===== src/rtl/action_encoder_if.sv =====
// action_encoder_if
//   Groups the button/enable inputs and the action/control/pending outputs of
//   one player's action encoder.
//   master : drives btn/enable, observes action/control/pending
//   slave  : the encoder itself
//   Signals:
//     btn[5:0]    raw move buttons (kick, punch, sabr, jump, left, right)
//     enable      game running; low freezes rounds
//     action[2:0] issued move code, stable between strobes
//     control     one-cycle strobe marking a valid action
//     pending     a move is latched for the current round
interface action_encoder_if;
  logic [5:0] btn;
  logic       enable;
  logic [2:0] action;
  logic       control;
  logic       pending;

  modport master (output btn, enable, input action, control, pending);
  modport slave  (input btn, enable, output action, control, pending);
endinterface


===== src/rtl/action_encoder.sv =====
// action_encoder
//   Debounces six raw move buttons, latches at most one edge-triggered move
//   per round and, at each round boundary, issues a 3-bit action code with a
//   one-cycle control strobe. Sabr is level-sensitive: held sabr is re-issued
//   every round so the player FSM sees consecutive sabr codes.
//   Optional macro ACTION_REPEAT_EN: every held debounced button is re-issued
//   at the tick when nothing is latched (highest priority wins).
//   Ports:
//     clk    system clock
//     reset  synchronous active-high reset
//     bus    action_encoder_if.slave (btn, enable in; action, control, pending out)
//   Parameters:
//     DEBOUNCE_CYCLES  consecutive differing samples to flip a debounced bit (1..255)
//     ROUND_CYCLES     clock cycles per round (2..65535)
//     IDLE_CODE        code issued when no move is present
module action_encoder #(
  parameter int unsigned DEBOUNCE_CYCLES = 4,
  parameter int unsigned ROUND_CYCLES    = 16,
  parameter logic [2:0]  IDLE_CODE       = 3'b111
) (
  input  logic            clk,
  input  logic            reset,
  action_encoder_if.slave bus
);

  localparam logic [2:0] SABR_CODE = 3'b010;
  // Sabr never produces an edge request; it is sampled as a level at the tick.
  localparam logic [5:0] EDGE_MASK = 6'b111011;

  logic [5:0][7:0] db_cnt_q, db_cnt_d;
  logic [5:0]      deb_q, deb_d;
  logic [15:0]     timer_q;
  logic [2:0]      code_q;
  logic [2:0]      action_q;
  logic            control_q;
  logic            pending_q;

  logic [5:0]      rise;
  logic            tick;
  logic [2:0]      level_code;

  // Lowest set index wins: kick > punch > sabr > jump > left > right.
  function automatic logic [2:0] lowest(input logic [5:0] v);
    lowest = IDLE_CODE;
    for (int i = 5; i >= 0; i--) begin
      if (v[i]) lowest = 3'(i);
    end
  endfunction

  always_comb begin
    deb_d    = deb_q;
    db_cnt_d = db_cnt_q;
    for (int i = 0; i < 6; i++) begin
      if (bus.btn[i] == deb_q[i]) begin
        db_cnt_d[i] = 8'd0;
      end else if (db_cnt_q[i] == 8'(DEBOUNCE_CYCLES - 1)) begin
        // This sample is the DEBOUNCE_CYCLES-th consecutive differing one.
        deb_d[i]    = bus.btn[i];
        db_cnt_d[i] = 8'd0;
      end else begin
        db_cnt_d[i] = db_cnt_q[i] + 8'd1;
      end
    end
  end

  // Edge is taken on the debounced next value so a request latches in the
  // same cycle the debounced level changes.
  assign rise = deb_d & ~deb_q & EDGE_MASK;
  assign tick = bus.enable && (timer_q == 16'(ROUND_CYCLES - 1));

`ifdef ACTION_REPEAT_EN
  assign level_code = lowest(deb_q);
`else
  assign level_code = deb_q[2] ? SABR_CODE : IDLE_CODE;
`endif

  always_ff @(posedge clk) begin
    if (reset) begin
      db_cnt_q  <= '0;
      deb_q     <= '0;
      timer_q   <= '0;
      code_q    <= IDLE_CODE;
      action_q  <= IDLE_CODE;
      control_q <= 1'b0;
      pending_q <= 1'b0;
    end else begin
      db_cnt_q  <= db_cnt_d;
      deb_q     <= deb_d;
      control_q <= 1'b0;
      if (!bus.enable) begin
        timer_q   <= '0;
        pending_q <= 1'b0;
        action_q  <= IDLE_CODE;
      end else if (tick) begin
        timer_q   <= '0;
        control_q <= 1'b1;
        action_q  <= pending_q ? code_q : level_code;
        // A request arriving on the tick belongs to the next round.
        pending_q <= |rise;
        if (|rise) code_q <= lowest(rise);
      end else begin
        timer_q <= timer_q + 16'd1;
        if (!pending_q && |rise) begin
          pending_q <= 1'b1;
          code_q    <= lowest(rise);
        end
      end
    end
  end

  assign bus.action  = action_q;
  assign bus.control = control_q;
  assign bus.pending = pending_q;

endmodule


===== src/flat_wrapper.sv =====
// flat-port wrapper written by rule: the top's interface ports become plain ports
module action_encoder_flat 
#(
  parameter int unsigned DEBOUNCE_CYCLES = 4,
  parameter int unsigned ROUND_CYCLES    = 16,
  parameter logic [2:0]  IDLE_CODE       = 3'b111
)
  (clk, reset, bus_btn, bus_enable, bus_action, bus_control, bus_pending);
  action_encoder_if bus_i ();
  input  logic clk;
  input  logic reset;
  input wire logic [$bits(bus_i.btn)-1:0] bus_btn;
  input wire logic [$bits(bus_i.enable)-1:0] bus_enable;
  output wire logic [$bits(bus_i.action)-1:0] bus_action;
  output wire logic [$bits(bus_i.control)-1:0] bus_control;
  output wire logic [$bits(bus_i.pending)-1:0] bus_pending;
  assign bus_i.btn = bus_btn;
  assign bus_i.enable = bus_enable;
  assign bus_action = bus_i.action;
  assign bus_control = bus_i.control;
  assign bus_pending = bus_i.pending;
  action_encoder #(.DEBOUNCE_CYCLES(DEBOUNCE_CYCLES), .ROUND_CYCLES(ROUND_CYCLES), .IDLE_CODE(IDLE_CODE)) u_core (.clk(clk), .reset(reset), .bus(bus_i));
endmodule

===== config.mk =====
export PLATFORM = sky130hd
export DESIGN_NAME = action_encoder_flat
export DESIGN_NICKNAME = d
export VERILOG_FILES = /design/src/rtl/action_encoder_if.sv /design/src/rtl/action_encoder.sv /design/src/flat_wrapper.sv
export SDC_FILE = /design/constraint.sdc
export NUM_CORES = 1
export LEC_CHECK = 0
export ABC_AREA = 1
export BUFFER_PORTS_ARGS = -buffer_cell sky130_fd_sc_hd__buf_2
export CAP_MARGIN = 20
export CORE_MARGIN = 2
export CORE_UTILIZATION = 50
export CTS_BUF_LIST = sky130_fd_sc_hd__clkbuf_8 sky130_fd_sc_hd__clkbuf_16
export CTS_CLUSTER_SIZE = 20
export DETAILED_ROUTE_END_ITERATION = 16
export HOLD_SLACK_MARGIN = 0.12
export PLACE_DENSITY = 0.67
export SLEW_MARGIN = 30
export SYNTH_ARGS = -nofsm -noshare
export SYNTH_HDL_FRONTEND = slang
export SYNTH_SLANG_ARGS = --single-unit

===== constraint.sdc =====
create_clock -name clk -period 3.9 [get_ports clk]
set_input_delay 0 -clock clk [delete_from_list [all_inputs] [get_ports clk]]
set_output_delay 0 -clock clk [all_outputs]
set_load 0.1 [all_outputs]

Yosys cells after proc, flatten, opt, wreduce, memory -nomap -nowiden:

Index checks and enable logic that the tools add are counted.

* register bits: 78
* bits of input ports: 9
* output and inout port bits: 5
* word-level logic and storage cells: 75

* add/subtract/negate cells: 7
* equality and inequality tests: 14
* mux-type cells: 25
* bitwise gates (word level): 3
* reduce and logical (&&, ||, !) cells: 14

Operator list (count)
* $add 8x1->8 const B: 6
* $eq 8x2->1 const B: 6
* $mux 3: 8
* $reduce_or 3->1: 7
* $add 16x1->16 const B: 1
* $eq 16x4->1 const B: 1
* $mux 1: 15
* $and 6x6->6: 1
* $eq 1x1->1: 6
* $not 6->6: 1
* $reduce_or 5->1: 1
* $mux 2: 2
* $reduce_and 3->1: 1
* $logic_and 1x1->1: 2
* $ne 2x2->1 const B: 1
* $reduce_bool 2->1: 1
* $reduce_or 2->1: 1
* $logic_not 1->1: 1
* $not 1->1: 1

Logic depth before layout (Yosys ltp):

Gate-level depths: netlist (run 1).

* word-level depth: 11
* mapped depth: 11
* gate-level depth less buffers: 11

Least setup slack after synthesis (run 1):

Ideal clock, no wire load.

* path kind: register to register
* from: reg u_core.pending_q, in the netlist u_core.bus.pending
* to: reg u_core.code_q[1]
* library setup time: 117 ps
* data arrival time: 1455 ps
* required time: 3783 ps
* slack: 2328 ps
* stages on the path, launching flop included: 4
* path buffers: 0
* clock period less this slack: 1572 ps
* cell sequence: dfxtp_1 > a21oi_1 > a21oi_1 > nand2_1

* cells in the longest elaborated chain, start to end: 4

Ends and longest elaborated chain
* start: declaration: RTL line action_encoder.sv:36 `logic pending_q;`
* start signal: assignment: RTL line action_encoder.sv:99 `pending_q <= |rise;`
* $logic_not 1->1: RTL line action_encoder.sv:103 `if (!pending_q && |rise) begin`
* $logic_and 1x1->1: RTL line action_encoder.sv:103
* $reduce_bool 2->1 (no source line)
* $reduce_and 3->1 (no source line)
* end signal: assignment: RTL line action_encoder.sv:100 `if (|rise) code_q <= lowest(rise);`
* end signal: assignment: RTL line action_encoder.sv:105 `code_q <= lowest(rise);`
* end: declaration: RTL line action_encoder.sv:33 `logic [2:0] code_q;`

Every way passes these cells.
A chain may end at the register's enable or synchronous reset.

Final worst setup path (run 1):

* from: reg u_core.db_cnt_q[40] in the netlist's numbering
* to: reg u_core.deb_q[5]

* cells in the longest elaborated chain, start to end: 3

Ends and longest elaborated chain
* start: declaration: RTL line action_encoder.sv:30 `logic [5:0][7:0] db_cnt_q, db_cnt_d;`
* start signal: assignment: RTL line action_encoder.sv:87 `db_cnt_q <= db_cnt_d;`
* $eq 8x2->1: RTL line action_encoder.sv:56 `end else if (db_cnt_q[i] == 8'(DEBOUNCE_CYCLES - 1)) begin`
* $mux 1: RTL line action_encoder.sv:56
* $mux 1: RTL line action_encoder.sv:54 `if (bus.btn[i] == deb_q[i]) begin`
* end signal: assignment: RTL line action_encoder.sv:80 `deb_q <= '0;`
* end signal: assignment: RTL line action_encoder.sv:88 `deb_q <= deb_d;`
* end: declaration: RTL line action_encoder.sv:31 `logic [5:0] deb_q, deb_d;`

Every way passes these cells.

==> results_dict.tcl, run 1 <==
set metrics [dict create \
    synth_edf_count 0 \
    timing.hold.worst.class "reg -> reg" \
    cts_tree "yes" \
    leakage_nw 1.604 \
    grt_antenna_before_repair 0 \
    slew_headroom_pct 67.92 \
    clock.fmax_ghz 0.5929 \
    clock_sinks 78 \
    n_fill_cell 622 \
    yosys-top-cells-area "sky130_fd_sc_hd__dfxtp_1 46%, sky130_fd_sc_hd__nor2_1 9.1%, sky130_fd_sc_hd__nand2_1 7.5%" \
    worst-path-max-fanout 3 \
    first_pass_grt_wire_length_um 10610 \
    number_of_setup_violations_in_the_final_report 0 \
    detail_route.first_pass.iterations 4 \
    timing.critical_path.to_type "flop" \
    synth_compound_gate_area_share_pct 9.768 \
    portion_of_netlist_area_occupied_by_mux_cells_pct 0 \
    grt_setup_unrepaired "no" \
    mappedNetlistNets 473 \
    cts_max_level 3 \
    initialDrtViolationCount 88 \
    worst_setup_hold_path_clk_slew_ns 0.08 \
    synth_seq_cells 78 \
    drv.max_cap_violation_count 0 \
    placement_row_count 30 \
    synth_adder_area_share_pct 2.580 \
    dominantRegCellSynth "sky130_fd_sc_hd__dfxtp_1" \
    yosysUniqueCellTypes 31 \
    maximum_number_of_pins_on_one_net_before_global_route_repair 15 \
    area_growth_syn_to_layout_pct 15.04 \
    ratio_of_cells_with_drive_above_1_in_the_final_layout_pct 8.249 \
    required_ns 4.19 \
    area_of_the_multi_input_gates_um2 1553 \
    synthCells 457 \
    syn_avg_cell_area_um2 7.428 \
    critical_register_to_register_path_startpoint "u_core.db_cnt_q[40]" \
    final-max-slew-violation-count 0 \
    dr_total_vias 2804 \
    via_per_inst 4.860 \
    max-vdd-ir-drop_v 0.0002296 \
    finalHoldViolCount 0 \
    wl_per_cell_um 10.01 \
    tightest_slew_ns 0.4845 \
    power_density_nw_per_um2 398.2 \
    dieHeight_um 86.40 \
    fin_worst_skew_ns 0.005157 \
    clock_latency_ns 0.34 \
    layout_setup_ws_ns 2.213 \
    crit_type "reg -> reg" \
    tritoncts.num_buffers 9 \
    gp_routability_congestion 0.8402 \
    crit-reg2reg-capture "u_core.deb_q[5]" \
    total_congestion_overflow_after_global_routing 0 \
    wl_um 5776 \
    clock_path_buffers 2 \
    initial_utilization_pct 50.81 \
    detailed_place_hpwl_um 4113 \
    global_route.usage.total_pct 17.66 \
    top_level_pins 14 \
    finalWorstPathRequiredPeriod_ns 1.687 \
    chipWidth_um 86.40 \
    whs_path_depth 1 \
    netlist_area_um2 3395 \
    synth.yosys.warnings 0 \
    cts_repair_resize_count 0 \
    asyncSetResetFlopFracSynth_pct 0 \
    synth.yosys.seq_area_share_pct 46.00 \
    postcts_setup_bufs 0 \
    nets 508 \
    core_region_area_um2 6681 \
    antenna-diode-count 0 \
    post-route-period-util_pct 43.25 \
    number_of_global_route_vias_before_repair 2543 \
    finalSetupTns_ns 0 \
    port_buffers 13 \
    min_from "u_core.db_cnt_q[32]" \
    ctsRootBufferMaster "sky130_fd_sc_hd__clkbuf_8" \
    placement.setup.worst_slack_ns 2.269 \
    largest_family_of_logic_cells_by_synthesized_area "simple AND/OR/NAND/NOR gates" \
    post_synth_and_or_nand_nor_area_fraction_pct 30.56 \
    ctsHoldBuffers 13 \
    synth_xor_xnor_area_share_pct 2.838 \
    status "finished clean" \
    arrival_ns 1.98 \
    floorplan.die_area_um2 7464 \
    min_to "u_core.db_cnt_q[32]" \
    post-route-util_pct 58.45 \
    detail_route.drc_violations 0 \
    timing.critical_path.from_type "flop" \
    synth_top_area_share_pct 46.00 \
    r2r.worst_path.cells 6 \
    reg2reg_slack_ns 2.21 \
    antenna_left 0 \
    synth.largest_area_cell "sky130_fd_sc_hd__dfxtp_1" \
    seq_area_um2 1562 \
]
==> cells in the final DEF, fill, tap and decap left out <==
master                           n
sky130_fd_sc_hd__nor2_4          2
sky130_fd_sc_hd__a211o_1         1
sky130_fd_sc_hd__nor2_1         82
sky130_fd_sc_hd__clkinv_2        3
sky130_fd_sc_hd__or2_2           1
sky130_fd_sc_hd__clkbuf_8       12
sky130_fd_sc_hd__nor3_1         19
sky130_fd_sc_hd__nand3_2         1
sky130_fd_sc_hd__nor4_1          1
sky130_fd_sc_hd__nand2_1        68
sky130_fd_sc_hd__xor2_1         11
sky130_fd_sc_hd__a31oi_1         3
sky130_fd_sc_hd__o21a_1          1
sky130_fd_sc_hd__a211oi_1        3
sky130_fd_sc_hd__or3_1           2
sky130_fd_sc_hd__nor2_2          2
sky130_fd_sc_hd__dfxtp_1        78
sky130_fd_sc_hd__o21ai_0        18
sky130_fd_sc_hd__inv_2           1
sky130_fd_sc_hd__nand4_1         7
sky130_fd_sc_hd__a21oi_1        35
sky130_fd_sc_hd__bufinv_16       2
sky130_fd_sc_hd__a21oi_2         1
sky130_fd_sc_hd__inv_1          67
sky130_fd_sc_hd__dlygate4sd3_1  13
sky130_fd_sc_hd__nor3b_1        10
sky130_fd_sc_hd__nor3_4          1
sky130_fd_sc_hd__and3_1          7
sky130_fd_sc_hd__nand3_1        22
sky130_fd_sc_hd__buf_2          13
sky130_fd_sc_hd__nand3b_1        1
sky130_fd_sc_hd__ha_1            7
sky130_fd_sc_hd__nand2_2         2
==> final cells by class <==
class | count | share of cell area (%)
sequential | 78 | 39.99
clock buffer | 12 | 4.229
inverter | 69 | 6.697
multi-input combinational | 308 | 39.76
timing repair buffer | 26 | 4.998
tap | 80 | 2.563
clock inverter | 4 | 1.762
==> Yosys cell counts (2+ instances only) <==
cell type / n
sky130_fd_sc_hd__nor2_1: 82
sky130_fd_sc_hd__dfxtp_1: 78
sky130_fd_sc_hd__nand2_1: 68
sky130_fd_sc_hd__inv_1: 66
sky130_fd_sc_hd__a21oi_1: 35
sky130_fd_sc_hd__nand3_1: 22
sky130_fd_sc_hd__nor3_1: 19
sky130_fd_sc_hd__o21ai_0: 18
sky130_fd_sc_hd__xor2_1: 11
sky130_fd_sc_hd__nor3b_1: 10
sky130_fd_sc_hd__and3_1: 7
sky130_fd_sc_hd__ha_1: 7
sky130_fd_sc_hd__nand4_1: 7
sky130_fd_sc_hd__a211oi_1: 3
sky130_fd_sc_hd__a31oi_1: 3
sky130_fd_sc_hd__clkinv_2: 2
sky130_fd_sc_hd__nand2_2: 2
sky130_fd_sc_hd__nor2_2: 2
sky130_fd_sc_hd__nor2_4: 2
sky130_fd_sc_hd__or3_1: 2
==> logic make-up after synthesis <==
group           count (synthesis)
simple gates                  228
buf+inv                        71
xor+xnor                       11
compound gates                 62
flops                          78
fa+ha+maj                       7
==> routing by layer <==
metal	up-vias	share of wire, %	track usage [%]
met3	10	2.7	3.429
met1	1217	52	22.77
met5	-	0	0
li1	1546	-	-
met2	31	43	28.18
met4	0	2.4	8.949
==> worst max-delay path, stage by stage (launching register included) <==
cell and delay [ns]:
sky130_fd_sc_hd__dfxtp_1 0.35, sky130_fd_sc_hd__ha_1 0.19, sky130_fd_sc_hd__nand2_1 0.07, sky130_fd_sc_hd__nor2_1 0.17, sky130_fd_sc_hd__inv_1 0.09, sky130_fd_sc_hd__a211oi_1 0.20, sky130_fd_sc_hd__dlygate4sd3_1 0.56
==> how the worst max path moves through the flow <==
stage | startpoint | to | slack [ns] | depth (start not counted)
after global routing | u_core.db_cnt_q[32] | u_core.deb_q[4] | 2.03 | 6
after floorplan | u_core.bus.pending | u_core.code_q[1] | 2.33 | 3
after global placement | u_core.timer_q[0] | u_core.bus.action[2] | 2.35 | 11
after detailed placement | u_core.timer_q[0] | u_core.bus.action[2] | 2.27 | 11
after CTS | u_core.db_cnt_q[40] | u_core.deb_q[5] | 2.23 | 6
final | u_core.db_cnt_q[40] | u_core.deb_q[5] | 2.21 | 6
==> flip-flops by register name, indices dropped and copies added, names as in the netlist, named ones only <==
register,flops
u_core.deb_q,5
u_core.bus.pending,1
u_core.timer_q,16
u_core.bus.control,1
u_core.bus.action,3
u_core.db_cnt_q,48
u_core.code_q,3
==> per-stage QoR <==
stage | instance area (um2) | hold slack, ns | cells | total power [W]
3_3_place_gp | 3541 | 0.2599 | 548 | 0.0008781
4_1_cts | 3905 | 0.4509 | 577 | 0.001579
2_1_floorplan | 3395 | 0.1272 | 457 | 0.0008656
5_1_grt | 3905 | 0.4702 | 577 | 0.001620
3_5_place_dp | 3541 | 0.2609 | 548 | 0.0008797
6_report | 3905 | 0.4463 | 577 | 0.001555
==> report_power, final <==
| part | internal, W | switching [W] | leakage [nW] |
|---|---|---|---|
| Combinational | 0.0000218 | 0.0000341 | 0.850 |
| Sequential | 0.000805 | 0.00000652 | 0.631 |
| Clock | 0.000410 | 0.000277 | 0.124 |
| Total | 0.00124 | 0.000318 | 1.60 |
Note: power is estimated with default switching activity, not from simulation.
==> run 2: changes to the inputs <==
--- a/config.mk
+++ b/config.mk
@@ -14,7 +14,7 @@
 export CTS_CLUSTER_SIZE = 20
 export DETAILED_ROUTE_END_ITERATION = 16
 export HOLD_SLACK_MARGIN = 0.12
-export PLACE_DENSITY = 0.67
+export PLACE_DENSITY = 0.69
 export SLEW_MARGIN = 30
 export SYNTH_ARGS = -nofsm -noshare
 export SYNTH_HDL_FRONTEND = slang
==> constraint.sdc (replaced) <==
create_clock -name clk -period 1.5 [get_ports clk]
set_input_delay 0 -clock clk [delete_from_list [all_inputs] [get_ports clk]]
set_output_delay 0 -clock clk [all_outputs]
set_load 0.1 [all_outputs]
==> results_dict.tcl, run 2 (synthesized netlist as in run 1, its figures left out) <==
set metrics [dict create \
    final-max-slew-violation-count 0 \
    fin_worst_skew_ns 0.004656 \
    finalSetupTns_ns 0 \
    ratio_of_cells_with_drive_above_1_in_the_final_layout_pct 20.24 \
    reg2reg_slack_ns 0.08 \
    detail_route.drc_violations 0 \
    timing.hold.worst.class "reg -> reg" \
    clock_path_buffers 2 \
    number_of_setup_violations_in_the_final_report 0 \
    initialDrtViolationCount 99 \
    power_density_nw_per_um2 890.7 \
    drv.max_cap_violation_count 0 \
    cp.buffers_inverters 2 \
    worst-path-max-fanout 5 \
    crit_type "reg -> reg" \
    worst_setup_path_endpoint "u_core.timer_q[11]" \
    cts_tree "yes" \
    core_region_area_um2 6681 \
    cp_max_delay_cell "sky130_fd_sc_hd__dfxtp_2" \
    chipWidth_um 86.40 \
    maximum_number_of_pins_on_one_net_before_global_route_repair 15 \
    timing.critical_path.to_type "flop" \
    number_of_global_route_vias_before_repair 2588 \
    critical_register_to_register_path_startpoint "u_core.timer_q[0]" \
    max-vdd-ir-drop_v 0.0007544 \
    finalHoldViolCount 0 \
    post-route-period-util_pct 94.55 \
    tightest_slew_ns 0.5019 \
    ordered_cell_list_for_the_critical_path "ha_4 > nand2_2 > clkinv_2 > nand2_2 > nor2_2 > nand2_2 > nor2_4 > nor2_4 > buf_6 > o21ai_1 > a21oi_1" \
    clock.fmax_ghz 0.7051 \
    clock_sinks 78 \
    timing.critical_path.slowest_cell_delay_ns 0.35 \
    arrival_ns 1.65 \
    area_growth_syn_to_layout_pct 20.24 \
    timing.critical_path.max_delay_family "simple AND/OR/NAND/NOR gates" \
    tritoncts.num_buffers 9 \
    required_ns 1.73 \
    dieHeight_um 86.40 \
    total_congestion_overflow_after_global_routing 0 \
    status "finished clean" \
    placedInstanceArea_um2 3610 \
    min_from "u_core.db_cnt_q[32]" \
    number_of_placed_instances_with_taps_included 557 \
    finalWorstPathRequiredPeriod_ns 1.418 \
    wl_um 6229 \
    antenna-diode-count 0 \
    layout.cells.most_common "sky130_fd_sc_hd__nor2_1" \
    detailed_place_hpwl_um 4363 \
    clock_latency_ns 0.34 \
    via_per_inst 4.927 \
    detail_route.first_pass.iterations 4 \
    first_pass_grt_wire_length_um 10460 \
    cp.depth 11 \
    timing.critical_path.from_type "flop" \
    ctsRootBufferMaster "sky130_fd_sc_hd__clkbuf_8" \
    largest_register_ffs 48 \
    global_route.usage.total_pct 17.28 \
    setup.worst_path.start "u_core.timer_q[0]" \
    placement_row_count 30 \
    final-instance-count-excl-fill 589 \
    floorplan.die_area_um2 7464 \
    leakage_nw 1.631 \
    r2r.worst_path.cells 11 \
    crit-reg2reg-capture "u_core.timer_q[11]" \
    gp_routability_congestion 0.8259 \
    initial_utilization_pct 50.81 \
    nets 520 \
    grt_antenna_before_repair 0 \
    most-common-layout-cells "73 x sky130_fd_sc_hd__nor2_1, 68 x sky130_fd_sc_hd__inv_1, 62 x sky130_fd_sc_hd__dfxtp_1" \
    cts_max_level 3 \
    layout.cell_area.non_filler_um2 4081 \
    dr_total_vias 2902 \
    regMostFlops "u_core.db_cnt_q" \
    slew_headroom_pct 66.77 \
    worst_setup_hold_path_clk_slew_ns 0.08 \
    port_buffers 13 \
    grt_setup_unrepaired "yes" \
    top_regs "u_core.db_cnt_q (48), u_core.timer_q (16), u_core.deb_q (5)" \
    cp_common_cell "sky130_fd_sc_hd__nand2_2" \
    antenna_left 0 \
    wl_per_cell_um 10.58 \
    top_level_pins 14 \
]
run 2: worst min path at each step:
| stage | endpoint | depth (start not counted) |
|---|---|---|
| finish | u_core.db_cnt_q[32] | 1 |
| global route | u_core.db_cnt_q[40] | 1 |
| CTS | u_core.db_cnt_q[24] | 1 |
| detailed placement | flop | 3 |
| global placement | flop | 3 |
| floorplan | flop | 2 |
run 2: worst register-to-register path, delay by kind of cell, from the launching register on:
kind / cells / cell delay [ns]
compound gates: 2 / 0.12
fa+ha+maj: 1 / 0.14
buf+inv: 2 / 0.20
flops: 1 / 0.35
simple gates: 6 / 0.51
run 2: metrics by stage:
step	utilization, %	worst slack, ns	power, W	hold slack, ns
final	61.09	0.08176	0.003635	0.4170
after global routing	61.09	-0.03665	0.003801	0.4371
after CTS	58.31	0.002328	0.003651	0.4438
after detailed placement	54.03	-0.07441	0.002306	0.2772
after global placement	54.03	0.0007877	0.002300	0.2677
after floorplan	-	0.08336	0.002251	0.1272
run 2: routing by layer:
layer / vias up / share of wire, % / global-route usage [%]
met5: - / 0 / 0
met4: 0 / 2.4 / 8.097
met3: 17 / 2.1 / 4.000
met2: 28 / 47 / 28.53
met1: 1280 / 48 / 21.34
li1: 1577 / - / -
run 2: layout make-up:
class / instances / area, um2
fill: 627 / 2600
tap: 80 / 100.1
multi-input combinational: 308 / 1687
timing repair buffer: 38 / 276.5
clock inverter: 6 / 30.03
clock buffer: 10 / 137.6
sequential: 78 / 1584
inverter: 69 / 266.5
run 2: power by group:
| part | total (W) | switching (W) | internal (W) |
|---|---|---|---|
| clock | 0.00134 | 0.000711 | 0.000625 |
| combinational | 0.000182 | 0.0000999 | 0.0000818 |
| sequential | 0.00212 | 0.0000209 | 0.00210 |
| total | 0.00364 | 0.000832 | 0.00280 |
run 2: timing repair:
action                                  CTS  global route
pin swaps                                 3            14
hold buffers                              8             0
endpoints found under the hold margin    15             0
endpoints found under the setup margin   22            31
gates resized for setup                  10            48
setup buffers                             1             7
==> run 3: changes to the inputs <==
--- a/config.mk
+++ b/config.mk
@@ -15,6 +15,7 @@
 export DETAILED_ROUTE_END_ITERATION = 16
 export HOLD_SLACK_MARGIN = 0.12
 export PLACE_DENSITY = 0.69
+export RECOVER_POWER = 100
 export SLEW_MARGIN = 30
 export SYNTH_ARGS = -nofsm -noshare
 export SYNTH_HDL_FRONTEND = slang
==> results_dict.tcl, run 3 (synthesized netlist as in run 1, its figures left out) <==
set metrics [dict create \
    status "finished clean" \
    top_level_pins 14 \
    finalWorstPathRequiredPeriod_ns 1.418 \
    fin_worst_skew_ns 0.004655 \
    tritoncts.num_buffers 9 \
    ctsRootBufferMaster "sky130_fd_sc_hd__clkbuf_8" \
    power_density_nw_per_um2 890.9 \
    top_regs "u_core.db_cnt_q (48), u_core.timer_q (16), u_core.deb_q (5)" \
    timing.critical_path.max_delay_family "simple AND/OR/NAND/NOR gates" \
    gp_routability_congestion 0.8259 \
    antenna_left 0 \
    crit_type "reg -> reg" \
    leakage_nw 1.636 \
    grt_setup_unrepaired "yes" \
    worst-path-max-fanout 5 \
    initialDrtViolationCount 98 \
    detailed_place_hpwl_um 4363 \
    worst_setup_hold_path_clk_slew_ns 0.08 \
    cts_max_level 3 \
    antenna-diode-count 0 \
    timing.hold.worst.class "reg -> reg" \
    grt_antenna_before_repair 0 \
    post-route-util_pct 61.05 \
    dieHeight_um 86.40 \
    nets 520 \
    placement_row_count 30 \
    largest_register_ffs 48 \
    switching_power_w 0.0008306 \
    ordered_cell_list_for_the_critical_path "ha_4 > nand2_2 > clkinv_2 > nand2_2 > nor2_2 > nand2_2 > nor2_4 > nor2_4 > buf_6 > o21ai_1 > a21oi_1" \
    pwr-share-clk_pct 36.7 \
    max-vdd-ir-drop_v 0.0007545 \
    wl_per_cell_um 10.58 \
    intPower_w 0.002803 \
    dr_total_vias 2904 \
    regMostFlops "u_core.db_cnt_q" \
    cp_common_cell "sky130_fd_sc_hd__nand2_2" \
    first_pass_grt_wire_length_um 10460 \
    total_congestion_overflow_after_global_routing 0 \
    detail_route.first_pass.iterations 4 \
    grt.met2_usage_pct 28.53 \
    n_fill_cell 627 \
    clock_sinks 78 \
    number_of_setup_violations_in_the_final_report 0 \
    power.switching_fraction_pct 22.86 \
    arrival_ns 1.65 \
    chipWidth_um 86.40 \
    maximum_number_of_pins_on_one_net_before_global_route_repair 15 \
    area_growth_syn_to_layout_pct 20.16 \
    layout.cells.most_common "sky130_fd_sc_hd__nor2_1" \
    floorplan.die_area_um2 7464 \
    clock.fmax_ghz 0.7052 \
    finalSetupTns_ns 0 \
    ratio_of_cells_with_drive_above_1_in_the_final_layout_pct 20.04 \
    globalRouteMet1Util_pct 21.34 \
    tightest_slew_ns 0.5598 \
    via_per_inst 4.930 \
    port_buffers 13 \
    core_region_area_um2 6681 \
    most-common-layout-cells "73 x sky130_fd_sc_hd__nor2_1, 68 x sky130_fd_sc_hd__inv_1, 62 x sky130_fd_sc_hd__dfxtp_1" \
    global_route.usage.total_pct 17.28 \
    clock_path_buffers 2 \
    cts_tree "yes" \
    drv.max_cap_violation_count 0 \
    cp.buffers_inverters 2 \
    final-max-slew-violation-count 0 \
    timing.critical_path.slowest_cell_delay_ns 0.35 \
    comb_power_share_pct 5.0 \
    wl_um 6233 \
    timing.critical_path.to_type "flop" \
    slew_headroom_pct 62.84 \
    finalHoldViolCount 0 \
    detail_route.drc_violations 0 \
    required_ns 1.73 \
    global_route.usage.met3_pct 4.000 \
    clock_latency_ns 0.34 \
    pwr-share-seq_pct 58.3 \
    number_of_global_route_vias_before_repair 2588 \
    cp_max_delay_cell "sky130_fd_sc_hd__dfxtp_2" \
    timing.critical_path.from_type "flop" \
    initial_utilization_pct 50.81 \
    post-route-period-util_pct 94.53 \
    top_usage_layer "met2" \
]
==> run 3: cell types whose count changed in the layout (fill, tap and decap cells not counted) <==
cell / change
sky130_fd_sc_hd__ha_2: -1
sky130_fd_sc_hd__buf_2: -5
sky130_fd_sc_hd__ha_1: +1
sky130_fd_sc_hd__clkbuf_2: +5
==> run 3: power by group through the flow <==
| stage | Sequential [W] | Combinational (W) | Clock (W) |
|---|---|---|---|
| finish | 0.00212 | 0.000181 | 0.00133 |
| global route | 0.00212 | 0.000208 | 0.00147 |
| CTS | 0.00211 | 0.000165 | 0.00137 |
| detailed placement | 0.00216 | 0.000146 | 0 |
| global placement | 0.00216 | 0.000143 | 0 |
| floorplan | 0.00216 | 0.0000919 | 0 |
==> run 3: cell type report <==
type | instances | area (um2) | share of cell area, %
flip-flops and latches | 78 | 1584 | 38.83
multi-input cells | 308 | 1684 | 41.29
repair buffers | 38 | 276.5 | 6.779
well taps | 80 | 100.1 | 2.454
inverters | 69 | 266.5 | 6.534
clock inverters | 6 | 30.03 | 0.7362
clock buffers | 10 | 137.6 | 3.374
==> run 3: metrics by stage <==
step	worst slack (ns)	total power (W)	instances	instance area, um2	hold WS [ns]
floorplan	0.08336	0.002251	457	3396	0.1272
finish	0.08206	0.003634	589	4079	0.4170
detailed placement	-0.07441	0.002306	557	3610	0.2772
global placement	0.0007877	0.002300	557	3610	0.2677
CTS	0.002328	0.003651	582	3896	0.4438
global route	-0.03665	0.003800	589	4079	0.4339
==> run 3: per-layer routing <==
metal | vias to the layer above | wire [um]
li1 | 1577 | -
met1 | 1284 | 2998
met2 | 26 | 2964
met3 | 17 | 121
met4 | 0 | 148
met5 | - | 0
==> run 3: timing repair <==
action,in CTS,in global routing
setup endpoints to repair,22,31
hold endpoints to repair,15,0
resized for setup,10,48
pin swaps,3,14
hold buffers,8,0
setup buffers,1,7
==> run 3: worst paths after layout <==
check	cells past startpoint	slack, ns	from	endpoint
hold / removal	1	0.42	u_core.db_cnt_q[32]	u_core.db_cnt_q[32]
hold reg to reg	1	0.42	u_core.db_cnt_q[32]	u_core.db_cnt_q[32]
setup reg to reg	11	0.08	u_core.timer_q[0]	u_core.timer_q[11]
setup / recovery	11	0.08	u_core.timer_q[0]	u_core.timer_q[11]
==> run 3: worst register-to-register path: cells and delay by family (launching register included) <==
family / cells / cell delay [ns]
and+or+nand+nor: 6 / 0.51
AOI/OAI and AO/OA: 2 / 0.12
adders and majority gates: 1 / 0.14
buffers and inverters: 2 / 0.20
DFF: 1 / 0.35
